**config.mk**
```make
export PLATFORM = sky130hd
export DESIGN_NAME = ps2_host_tx_flat
export DESIGN_NICKNAME = d
export VERILOG_FILES = /design/src/rtl/ps2_host_tx_if.sv /design/src/rtl/ps2_host_tx.sv /design/src/flat_wrapper.sv
export SDC_FILE = /design/constraint.sdc
export NUM_CORES = 1
export LEC_CHECK = 0
export CAP_MARGIN = 25
export CELL_PAD_IN_SITES_DETAIL_PLACEMENT = 1
export CELL_PAD_IN_SITES_GLOBAL_PLACEMENT = 2
export CORE_MARGIN = 4
export CORE_UTILIZATION = 37
export DETAILED_ROUTE_END_ITERATION = 7
export GPL_TIMING_DRIVEN = 0
export PLACE_DENSITY = 0.91
export SYNTH_ARGS = -nofsm -noshare
export SYNTH_HDL_FRONTEND = slang
export SYNTH_SLANG_ARGS = --single-unit
```
**constraint.sdc**
```tcl
create_clock -name clk -period 2.6 [get_ports clk]
set_input_delay 0.52 -clock clk [delete_from_list [all_inputs] [get_ports clk]]
set_output_delay 0.52 -clock clk [all_outputs]
set_load 0.02 [all_outputs]
```
**src/rtl/ps2_host_tx_if.sv**
```systemverilog
`timescale 1ns/1ps
// Command/status bundle between a controller and the PS/2 host transmitter.
// The controller holds the master view; the transmitter holds the slave view.
interface ps2_host_tx_if;
  logic [7:0] tx_data;
  logic       tx_start;
  logic       busy;
  logic       done;
  logic       ack_err;
  logic       timeout_err;

  modport master (
    output tx_data,
    output tx_start,
    input  busy,
    input  done,
    input  ack_err,
    input  timeout_err
  );

  modport slave (
    input  tx_data,
    input  tx_start,
    output busy,
    output done,
    output ack_err,
    output timeout_err
  );
endinterface

```
**src/rtl/ps2_host_tx.sv**
```systemverilog
`timescale 1ns/1ps
// PS/2 host-to-device command transmitter: clock inhibit, request-to-send,
// device-clocked 11-bit frame, ack check, then wait for both lines idle.
module ps2_host_tx #(
  parameter int unsigned INHIBIT_CYCLES = 12000,
  parameter int unsigned RTS_CYCLES     = 200,
  parameter int unsigned TIMEOUT_CYCLES = 200000
) (
  input  logic             clk,
  input  logic             rst,
  ps2_host_tx_if.slave     bus,
  input  logic             ps2clk_in,
  input  logic             ps2data_in,
  output logic             ps2clk_oe,
  output logic             ps2data_oe
);

  localparam int unsigned MAX_AB  = (INHIBIT_CYCLES > RTS_CYCLES) ? INHIBIT_CYCLES : RTS_CYCLES;
  localparam int unsigned MAX_CYC = (MAX_AB > TIMEOUT_CYCLES) ? MAX_AB : TIMEOUT_CYCLES;
  localparam int unsigned CNT_W   = $clog2(MAX_CYC + 32'd1);

  typedef logic [CNT_W-1:0] cnt_t;

  localparam cnt_t INHIBIT_LAST = cnt_t'(INHIBIT_CYCLES - 32'd1);
  localparam cnt_t RTS_LAST     = cnt_t'(RTS_CYCLES - 32'd1);
  localparam cnt_t TMO_LAST     = cnt_t'(TIMEOUT_CYCLES - 32'd1);

  typedef enum logic [2:0] {
    ST_IDLE      = 3'd0,
    ST_INHIBIT   = 3'd1,
    ST_RTS       = 3'd2,
    ST_SEND      = 3'd3,
    ST_ACK       = 3'd4,
    ST_WAIT_IDLE = 3'd5
  } state_t;

  function automatic logic odd_parity(input logic [7:0] data);
    return ~^data;
  endfunction

  logic       clk_meta_r, clk_sync_r, clk_prev_r;
  logic       data_meta_r, data_sync_r;
  logic       fe_s;
  logic       tmo_active_s, tmo_hit_s;
  state_t     state_r, state_nxt_s;
  cnt_t       cnt_r, cnt_nxt_s;
  logic [3:0] bit_idx_r, bit_idx_nxt_s;
  logic [8:0] shift_r, shift_nxt_s;
  logic       ack_bad_r, ack_bad_nxt_s;
  logic       clk_oe_r, clk_oe_nxt_s;
  logic       data_oe_r, data_oe_nxt_s;
  logic       busy_r, busy_nxt_s;
  logic       done_r, done_nxt_s;
  logic       ack_err_r, ack_err_nxt_s;
  logic       tmo_err_r, tmo_err_nxt_s;

  // Synchronize both raw lines; reset to the idle-high level so no false edge appears.
  always_ff @(posedge clk or negedge rst) begin
    if (!rst) begin
      clk_meta_r  <= 1'b1;
      clk_sync_r  <= 1'b1;
      clk_prev_r  <= 1'b1;
      data_meta_r <= 1'b1;
      data_sync_r <= 1'b1;
    end else begin
      clk_meta_r  <= ps2clk_in;
      clk_sync_r  <= clk_meta_r;
      clk_prev_r  <= clk_sync_r;
      data_meta_r <= ps2data_in;
      data_sync_r <= data_meta_r;
    end
  end

  assign fe_s         = clk_prev_r & ~clk_sync_r;
  assign tmo_active_s = (state_r == ST_SEND) || (state_r == ST_ACK) || (state_r == ST_WAIT_IDLE);
  assign tmo_hit_s    = tmo_active_s && (cnt_r == TMO_LAST);

  // State, datapath and registered outputs.
  always_ff @(posedge clk or negedge rst) begin
    if (!rst) begin
      state_r   <= ST_IDLE;
      cnt_r     <= '0;
      bit_idx_r <= 4'd0;
      shift_r   <= 9'd0;
      ack_bad_r <= 1'b0;
      clk_oe_r  <= 1'b0;
      data_oe_r <= 1'b0;
      busy_r    <= 1'b0;
      done_r    <= 1'b0;
      ack_err_r <= 1'b0;
      tmo_err_r <= 1'b0;
    end else begin
      state_r   <= state_nxt_s;
      cnt_r     <= cnt_nxt_s;
      bit_idx_r <= bit_idx_nxt_s;
      shift_r   <= shift_nxt_s;
      ack_bad_r <= ack_bad_nxt_s;
      clk_oe_r  <= clk_oe_nxt_s;
      data_oe_r <= data_oe_nxt_s;
      busy_r    <= busy_nxt_s;
      done_r    <= done_nxt_s;
      ack_err_r <= ack_err_nxt_s;
      tmo_err_r <= tmo_err_nxt_s;
    end
  end

  // Next-state and next-output logic; the timeout overrides every frame state.
  always_comb begin
    state_nxt_s   = state_r;
    cnt_nxt_s     = cnt_r;
    bit_idx_nxt_s = bit_idx_r;
    shift_nxt_s   = shift_r;
    ack_bad_nxt_s = ack_bad_r;
    clk_oe_nxt_s  = clk_oe_r;
    data_oe_nxt_s = data_oe_r;
    busy_nxt_s    = busy_r;
    done_nxt_s    = 1'b0;
    ack_err_nxt_s = 1'b0;
    tmo_err_nxt_s = 1'b0;

    if (tmo_hit_s) begin
      clk_oe_nxt_s  = 1'b0;
      data_oe_nxt_s = 1'b0;
      busy_nxt_s    = 1'b0;
      tmo_err_nxt_s = 1'b1;
      cnt_nxt_s     = '0;
      state_nxt_s   = ST_IDLE;
    end else begin
      case (state_r)
        ST_IDLE: begin
          clk_oe_nxt_s  = 1'b0;
          data_oe_nxt_s = 1'b0;
          if (bus.tx_start) begin
            shift_nxt_s   = {odd_parity(bus.tx_data), bus.tx_data};
            ack_bad_nxt_s = 1'b0;
            busy_nxt_s    = 1'b1;
            clk_oe_nxt_s  = 1'b1;
            cnt_nxt_s     = '0;
            state_nxt_s   = ST_INHIBIT;
          end else begin
            busy_nxt_s = 1'b0;
          end
        end
        ST_INHIBIT: begin
          if (cnt_r == INHIBIT_LAST) begin
            data_oe_nxt_s = 1'b1;
            cnt_nxt_s     = '0;
            state_nxt_s   = ST_RTS;
          end else begin
            cnt_nxt_s = cnt_r + cnt_t'(1);
          end
        end
        ST_RTS: begin
          if (cnt_r == RTS_LAST) begin
            clk_oe_nxt_s  = 1'b0;
            bit_idx_nxt_s = 4'd0;
            cnt_nxt_s     = '0;
            state_nxt_s   = ST_SEND;
          end else begin
            cnt_nxt_s = cnt_r + cnt_t'(1);
          end
        end
        ST_SEND: begin
          cnt_nxt_s = cnt_r + cnt_t'(1);
          // Edges 1..9 shift out data LSB-first then parity; edge 10 releases the stop bit.
          if (fe_s) begin
            if (bit_idx_r == 4'd9) begin
              data_oe_nxt_s = 1'b0;
              state_nxt_s   = ST_ACK;
            end else begin
              data_oe_nxt_s = ~shift_r[0];
              shift_nxt_s   = {1'b0, shift_r[8:1]};
              bit_idx_nxt_s = bit_idx_r + 4'd1;
            end
          end else begin
            bit_idx_nxt_s = bit_idx_r;
          end
        end
        ST_ACK: begin
          cnt_nxt_s = cnt_r + cnt_t'(1);
          if (fe_s) begin
            ack_bad_nxt_s = data_sync_r;
            ack_err_nxt_s = data_sync_r;
            state_nxt_s   = ST_WAIT_IDLE;
          end else begin
            ack_bad_nxt_s = ack_bad_r;
          end
        end
        ST_WAIT_IDLE: begin
          cnt_nxt_s = cnt_r + cnt_t'(1);
          if (clk_sync_r && data_sync_r) begin
            busy_nxt_s  = 1'b0;
            done_nxt_s  = ~ack_bad_r;
            cnt_nxt_s   = '0;
            state_nxt_s = ST_IDLE;
          end else begin
            done_nxt_s = 1'b0;
          end
        end
        default: begin
          clk_oe_nxt_s  = 1'b0;
          data_oe_nxt_s = 1'b0;
          busy_nxt_s    = 1'b0;
          cnt_nxt_s     = '0;
          state_nxt_s   = ST_IDLE;
        end
      endcase
    end
  end

  assign ps2clk_oe       = clk_oe_r;
  assign ps2data_oe      = data_oe_r;
  assign bus.busy        = busy_r;
  assign bus.done        = done_r;
  assign bus.ack_err     = ack_err_r;
  assign bus.timeout_err = tmo_err_r;

endmodule

```
**src/flat_wrapper.sv**
```systemverilog
// flat-port wrapper written by rule: the top's interface ports become plain ports
module ps2_host_tx_flat 
#(
  parameter int unsigned INHIBIT_CYCLES = 12000,
  parameter int unsigned RTS_CYCLES     = 200,
  parameter int unsigned TIMEOUT_CYCLES = 200000
)
  (clk, rst, ps2clk_in, ps2data_in, ps2clk_oe, ps2data_oe, bus_tx_data, bus_tx_start, bus_busy, bus_done, bus_ack_err, bus_timeout_err);
  ps2_host_tx_if bus_i ();
  input  logic clk;
  input  logic rst;
  input  logic ps2clk_in;
  input  logic ps2data_in;
  output logic ps2clk_oe;
  output logic ps2data_oe;
  input wire logic [$bits(bus_i.tx_data)-1:0] bus_tx_data;
  input wire logic [$bits(bus_i.tx_start)-1:0] bus_tx_start;
  output wire logic [$bits(bus_i.busy)-1:0] bus_busy;
  output wire logic [$bits(bus_i.done)-1:0] bus_done;
  output wire logic [$bits(bus_i.ack_err)-1:0] bus_ack_err;
  output wire logic [$bits(bus_i.timeout_err)-1:0] bus_timeout_err;
  assign bus_i.tx_data = bus_tx_data;
  assign bus_i.tx_start = bus_tx_start;
  assign bus_busy = bus_i.busy;
  assign bus_done = bus_i.done;
  assign bus_ack_err = bus_i.ack_err;
  assign bus_timeout_err = bus_i.timeout_err;
  ps2_host_tx #(.INHIBIT_CYCLES(INHIBIT_CYCLES), .RTS_CYCLES(RTS_CYCLES), .TIMEOUT_CYCLES(TIMEOUT_CYCLES)) u_core (.clk(clk), .rst(rst), .bus(bus_i), .ps2clk_in(ps2clk_in), .ps2data_in(ps2data_in), .ps2clk_oe(ps2clk_oe), .ps2data_oe(ps2data_oe));
endmodule
```
==> flow_summary_export.csv, run 1 <==
group,metric,value,unit
logic_synthesis,yosysSeqAreaShare,0.449,
clocking,max-clock-path-buffers,2,
place,hpwlAfterDp,4730,um
logic_synthesis,synthMuxAreaShare,0.0354,
detailed_routing,antenna_left,0,
logic_synthesis,synth.net_count,293,
clocking,clk-insertion-delay-late,310,ps
logic_synthesis,synth_seq_cells,46,
power,leakagePower,1.28,nW
critical_path,worstSetupEndpointType,"flop",
run_status,status,"complete, no violations",
grt,grt_pass1_wl,11200,um
floorplanning,die_w,91.5,um
logic_synthesis,synth_simple_gate_area_frac,0.233,
grt,first_global_vias,2250,
floorplanning,fp.dieH,91.5,um
timing,final.period_utilization,0.944,
logic_synthesis,yosysWarnings,0,
floorplanning,io_pins,19,
power,power_density,1010,nW/um2
timing,setup_violations,0,
logic_synthesis,synth_xor_area_frac,0.0340,
clocking,cts_tree,"yes",
run,max_cap_violations,0,
detailed_routing,drt-pass1-iter-count,4,
critical_path,cp.arrival,2650,ps
clocking,cts-root-buf,"clkbuf_8",
power,power,3.04,mW
floorplanning,dieArea,8370,um2
layout,antenna_cells,0,
detailed_routing,drc,0,
place,gp_congestion,0.807,
logic_synthesis,postSynthCellCount,277,
logic_synthesis,async_flop_share,1.00,
layout,nFillCells,809,
timing,slew_headroom,0.371,
timing,tightest_slew,935,ps
logic_synthesis,postSynthAreaPerCell,9.30,um2
timing,layout_min_cycle_time,2450,ps
logic_synthesis,synth_top_family_by_area,"simple AND/OR/NAND/NOR gates",
detailed_routing,wl_per_cell,16.0,um
grt,grt_max_degree,35,
critical_path,path_max_fanout,10,
worst_hold_path,hp-class,"in2async",
detailed_routing,via_count,2202,
detailed_routing,drt-total-wl,6440,um
logic_synthesis,synth-edff-count,0,
place,dpl_worst_slack,-161,ps
detailed_routing,initialDrtViolationCount,96,
clocking,htreeDepth,2,
layout,drive_above_1_share,0.131,
timing,hold_violations,0,
timing,rsz0062_at_grt,"no",
layout,synthToLayoutAreaGrowth,16.7,%
detailed_routing,drt-vias-per-instance,5.49,
grt,antenna_found_initial,0,
timing,report.final.slew_viol_count,0,
timing,tns,0,ps
grt,grtUsageTotal,0.163,
floorplanning,coreArea,6790,um2
clocking,cts_sinks,46,
critical_path,path_class,"reg2reg",
critical_path,startpoint_type,"flop",
clocking,cts.clk_slew.worst_paths,90,ps
place,port_buffers,18,
logic_synthesis,syn_area,2580,um2
floorplanning,start_util,0.379,
logic_synthesis,ys_types,55,
clocking,numCtsBuffers,5,
floorplanning,row_count,30,
timing,worst_slack,147,ps
logic_synthesis,synth_compound_area_frac,0.197,
logic_synthesis,synth-adder-area-share,0.0146,
timing,skew,11.4,ps
timing,fmax,408,MHz
grt,overflow,0,
critical_path,cp.required,2800,ps
logic_synthesis,synth_ff_type,"dfrtp_1",
power,ir_worst_vdd,0.000266,V
layout,fin_nets,320,
## registers in the layout, summed over array words and instances, names as in the netlist
register / count
u_core.clk_sync_r: 1
u_core.ps2clk_oe: 1
u_core.clk_meta_r: 1
u_core.state_r: 3
u_core.bus.timeout_err: 1
u_core.clk_prev_r: 1
u_core.bus.busy: 1
u_core.ack_bad_r: 1
u_core.bit_idx_r: 4
u_core.bus.ack_err: 1
u_core.ps2data_oe: 1
u_core.bus.done: 1
u_core.shift_r: 9
u_core.cnt_r: 18
u_core.data_meta_r: 1
u_core.data_sync_r: 1
## cells in the final DEF, fill, tap and decap left out, drive strengths merged, types with 9 or more instances in the layout
cell,count
dfrtp,41
a21oi,20
clkdlybuf4s50,17
buf,10
nand2,30
clkbuf,12
nor2,14
o21ai,25
nand3,12
inv,9
a31oi,9
## synth_stat cells (all sizes together) (2+ instances only)
library cell  count  area, um2
xnor2             7       61.3
dfstp             5        131
dfrtp            41       1030
xor2              3       26.3
nand3b            2       15.0
inv               9       33.8
nor3              7       40.0
or4               2       15.0
a31oi             9       56.3
nor2b             2       12.5
clkbuf            6       22.5
o211ai            4       45.1
a31o              2       17.5
nor4              5       52.6
or3               8       60.1
a41oi             2       17.5
ha                3       37.5
o31ai             3       22.5
mux2i             8       80.1
nand2            30        113
o21ai            25        125
and4              2       17.5
nand2b            6       37.5
a22o              3       26.3
and3              3       18.8
or2               2       12.5
nand4             5       31.3
a21oi            20        100
buf               7       38.8
a21o              2       15.0
a211oi            2       20.0
and2              3       18.8
nor3b             2       15.0
nor2             14       52.6
nand3            12       60.1
## metrics by stage
step                cells   util  cell area [um2]  hold WS [ps]
floorplan             277      -             2580           224
global placement      391  0.424             2880           347
detailed placement    392  0.426             2890           350
CTS                   400  0.439             2990           108
global route          401  0.443             3010           127
finish                401  0.443             3010           102
## cell families after synthesis
group | Yosys count
compound gates | 79
flops | 46
buf+inv | 22
simple gates | 108
fa+ha+maj | 3
mux | 9
xor+xnor | 10
## routing by layer
| metal | GRT usage | part of all wire | vias up |
|---|---|---|---|
| li1 | - | - | 1060 |
| met3 | 0.0257 | 0.041 | 7 |
| met5 | 0 | 0 | - |
| met2 | 0.264 | 0.47 | 38 |
| met1 | 0.224 | 0.48 | 1097 |
| met4 | 0.0452 | 0.012 | 0 |
## cell type report
cell class	instances	area (um2)	area share
tap	96	120	0.0399
clock inverter	2	13.8	0.00457
timing repair buffer	20	203	0.0674
sequential	46	1160	0.385
inverter	9	33.8	0.0112
clock buffer	6	72.6	0.0241
multi-input combinational	209	1350	0.447
buffer	13	62.6	0.0208
## what timing repair did
action                     in CTS  in global routing
setup endpoints to repair      11                 17
gates resized for setup         1                  5
buffers inserted                0                  1
hold buffers                    0                  0
pin swaps                       0                  1
## worst paths after layout
kind / start / endpoint / slack (ps) / cells after the start
hold reg to reg: u_core.clk_meta_r / u_core.clk_sync_r / 360 / 0
hold / removal: rst / u_core.cnt_r[14] / 100 / 1
max in group asynchronous: rst / u_core.data_meta_r / 1940 / 2
setup / recovery: u_core.cnt_r[3] / u_core.cnt_r[7] / 150 / 7
min in group clk: u_core.clk_meta_r / u_core.clk_sync_r / 360 / 0
setup reg to reg: u_core.cnt_r[3] / u_core.cnt_r[7] / 150 / 7
## critical path, cell delays in order (launching register included)
cell,delay [ps]
dfrtp_1,440
or4_1,530
or3_4,350
o211ai_2,290
a211o_1,200
buf_4,180
o21ai_0,110
a22o_1,240
## report_power, final
part / total (mW) / internal, mW / leakage (nW) / switching, mW
Clock: 0.441 / 0.190 / 0.0452 / 0.250
Combinational: 1.54 / 0.613 / 0.636 / 0.922
Sequential: 1.06 / 0.911 / 0.597 / 0.150
Power figures use the tool's default switching activity.
==> run 2: changes to the inputs <==
--- a/config.mk
+++ b/config.mk
@@ -13,6 +13,7 @@
 export DETAILED_ROUTE_END_ITERATION = 7
 export GPL_TIMING_DRIVEN = 0
 export PLACE_DENSITY = 0.91
+export RECOVER_POWER = 25
 export SYNTH_ARGS = -nofsm -noshare
 export SYNTH_HDL_FRONTEND = slang
 export SYNTH_SLANG_ARGS = --single-unit
==> run 2 against run 1 <==
  * Wire length is 0.33% higher
  * Largest cell class unchanged
  * Highest routed layer unchanged
  * Die area stayed put
  * Count of clock-buffer cells in the layout stayed put
==> flow_summary_export.csv, run 2 (synthesized netlist as in run 1, its figures left out) <==
group,metric,value,unit
clocking,htreeDepth,2,
layout,fin_area,2990,um2
floorplanning,dieArea,8370,um2
power,ir_worst_vdd,0.000266,V
layout,regArea,1160,um2
detailed_routing,antenna_left,0,
clocking,cts.clk_slew.worst_paths,90,ps
layout,nFillCells,811,
worst_hold_path,hp-class,"in2async",
floorplanning,io_pins,19,
run,max_cap_violations,0,
layout,top_register,"u_core.cnt_r",
detailed_routing,via_count,2187,
clocking,numCtsBuffers,5,
timing,final.period_utilization,0.946,
power,power_density,1020,nW/um2
layout,largest_reg_flops,18,
timing,fmax,407,MHz
floorplanning,die_w,91.5,um
clocking,cts_sinks,46,
floorplanning,coreArea,6790,um2
layout,fin_nets,320,
grt,overflow,0,
critical_path,cp.arrival,2660,ps
floorplanning,fp.dieH,91.5,um
clocking,cts-root-buf,"clkbuf_8",
floorplanning,row_count,30,
clocking,clk-insertion-delay-late,310,ps
clocking,max-clock-path-buffers,2,
critical_path,critical_path.top_delay_family,"simple AND/OR/NAND/NOR gates",
critical_path,worstSetupEndpointType,"flop",
critical_path,cp.required,2800,ps
place,dpl_worst_slack,-161,ps
timing,worst_slack,142,ps
layout,antenna_cells,0,
floorplanning,start_util,0.379,
place,port_buffers,18,
layout,final_common_cell,"dfrtp_1",
critical_path,path_class,"reg2reg",
timing,slew_headroom,0.370,
clocking,cts_hold_buffers,0,
clocking,cts_tree,"yes",
detailed_routing,drt-total-wl,6460,um
detailed_routing,wl_per_cell,16.1,um
detailed_routing,initialDrtViolationCount,75,
timing,skew,11.4,ps
place,hpwlAfterDp,4730,um
timing,setup_violations,0,
place,place_area,2890,um2
layout,final_cells,401,
critical_path,path_cells,"or4_1 -> or3_4 -> o211ai_2 -> a211o_1 -> buf_4 -> o21ai_0 -> a22o_1",
place,dp.cells,392,
grt,grtUsageTotal,0.163,
timing,hold_ws,231,ps
layout,drive_above_1_share,0.125,
layout,synthToLayoutAreaGrowth,16.1,%
critical_path,worst-path-buf-inv,1,
critical_path,path_max_fanout,10,
timing,layout_min_cycle_time,2460,ps
grt,antenna_found_initial,0,
detailed_routing,drt-vias-per-instance,5.45,
run_status,status,"complete, no violations",
grt,grt_max_degree,35,
critical_path,slowest_stage,"or4_1",
grt,first_global_vias,2250,
timing,hold_violations,0,
detailed_routing,drt-pass1-iter-count,4,
layout,multiInputGateArea,1350,um2
timing,report.final.slew_viol_count,0,
timing,rsz0062_at_grt,"no",
critical_path,cpPeakStageDelay,530,ps
layout,most-common-layout-cells,"41 x dfrtp_1, 30 x nand2_1, 23 x o21ai_0, 20 x a21oi_1, 17 x clkdlybuf4s50_1",
layout,top_regs,"u_core.cnt_r: 18 flops, u_core.shift_r: 9 flops, u_core.bit_idx_r: 4 flops",
place,gp_congestion,0.807,
detailed_routing,drc,0,
power,leakagePower,1.27,nW
grt,grt_pass1_wl,11200,um
critical_path,startpoint_type,"flop",
timing,tightest_slew,937,ps
run 2: layout make-up:
class	count	area share
clock inverter	2	0.00460
inverter	9	0.0113
multi-input combinational	209	0.450
buffer	13	0.0209
timing repair buffer	20	0.0623
tap	96	0.0401
clock buffer	6	0.0242
sequential	46	0.387
run 2: report_power, final:
part / internal, mW / switching (mW) / leakage [nW] / total, mW
Sequential: 0.911 / 0.151 / 0.597 / 1.06
Combinational: 0.611 / 0.926 / 0.628 / 1.54
Clock: 0.190 / 0.252 / 0.0452 / 0.442
run 2: routing by layer:
layer | track usage | vias up | wire length, um
li1 | - | 1061 | -
met1 | 0.224 | 1090 | 3160
met4 | 0.0452 | 0 | 82
met5 | 0 | - | 0
met3 | 0.0257 | 7 | 224
met2 | 0.264 | 29 | 3000
run 2: through the flow:
step | TNS (ps) | power [mW] | util
global route | 0 | 3.30 | 0.441
detailed placement | -666 | 2.56 | 0.426
finish | 0 | 3.04 | 0.441
CTS | 0 | 3.01 | 0.439
floorplan | 0 | 2.13 | -
global placement | -13920 | 2.51 | 0.424
run 2: final timing paths:
kind / start / slack (ps) / endpoint / cells after the start
worst max-delay path: u_core.cnt_r[3] / 140 / u_core.cnt_r[7] / 7
worst min-delay path: rst / 230 / u_core.cnt_r[14] / 1
worst max register to register: u_core.cnt_r[3] / 140 / u_core.cnt_r[7] / 7
worst min register to register: u_core.data_meta_r / 360 / u_core.data_sync_r / 0
max in group asynchronous: rst / 1050 / u_core.shift_r[0] / 2
min in group clk: u_core.data_meta_r / 360 / u_core.data_sync_r / 0
run 2: what timing repair did:
action	4_1_cts	5_1_grt
resized for setup	1	5
endpoints found under the setup margin	11	17
setup buffers	0	1
pin swaps	0	1
run 2: worst reg2reg max path, delay by kind of cell (launching register included):
kind / cells / cell delay [ps]
buf+inv: 1 / 180
compound gates: 4 / 850
flops: 1 / 440
simple gates: 2 / 880
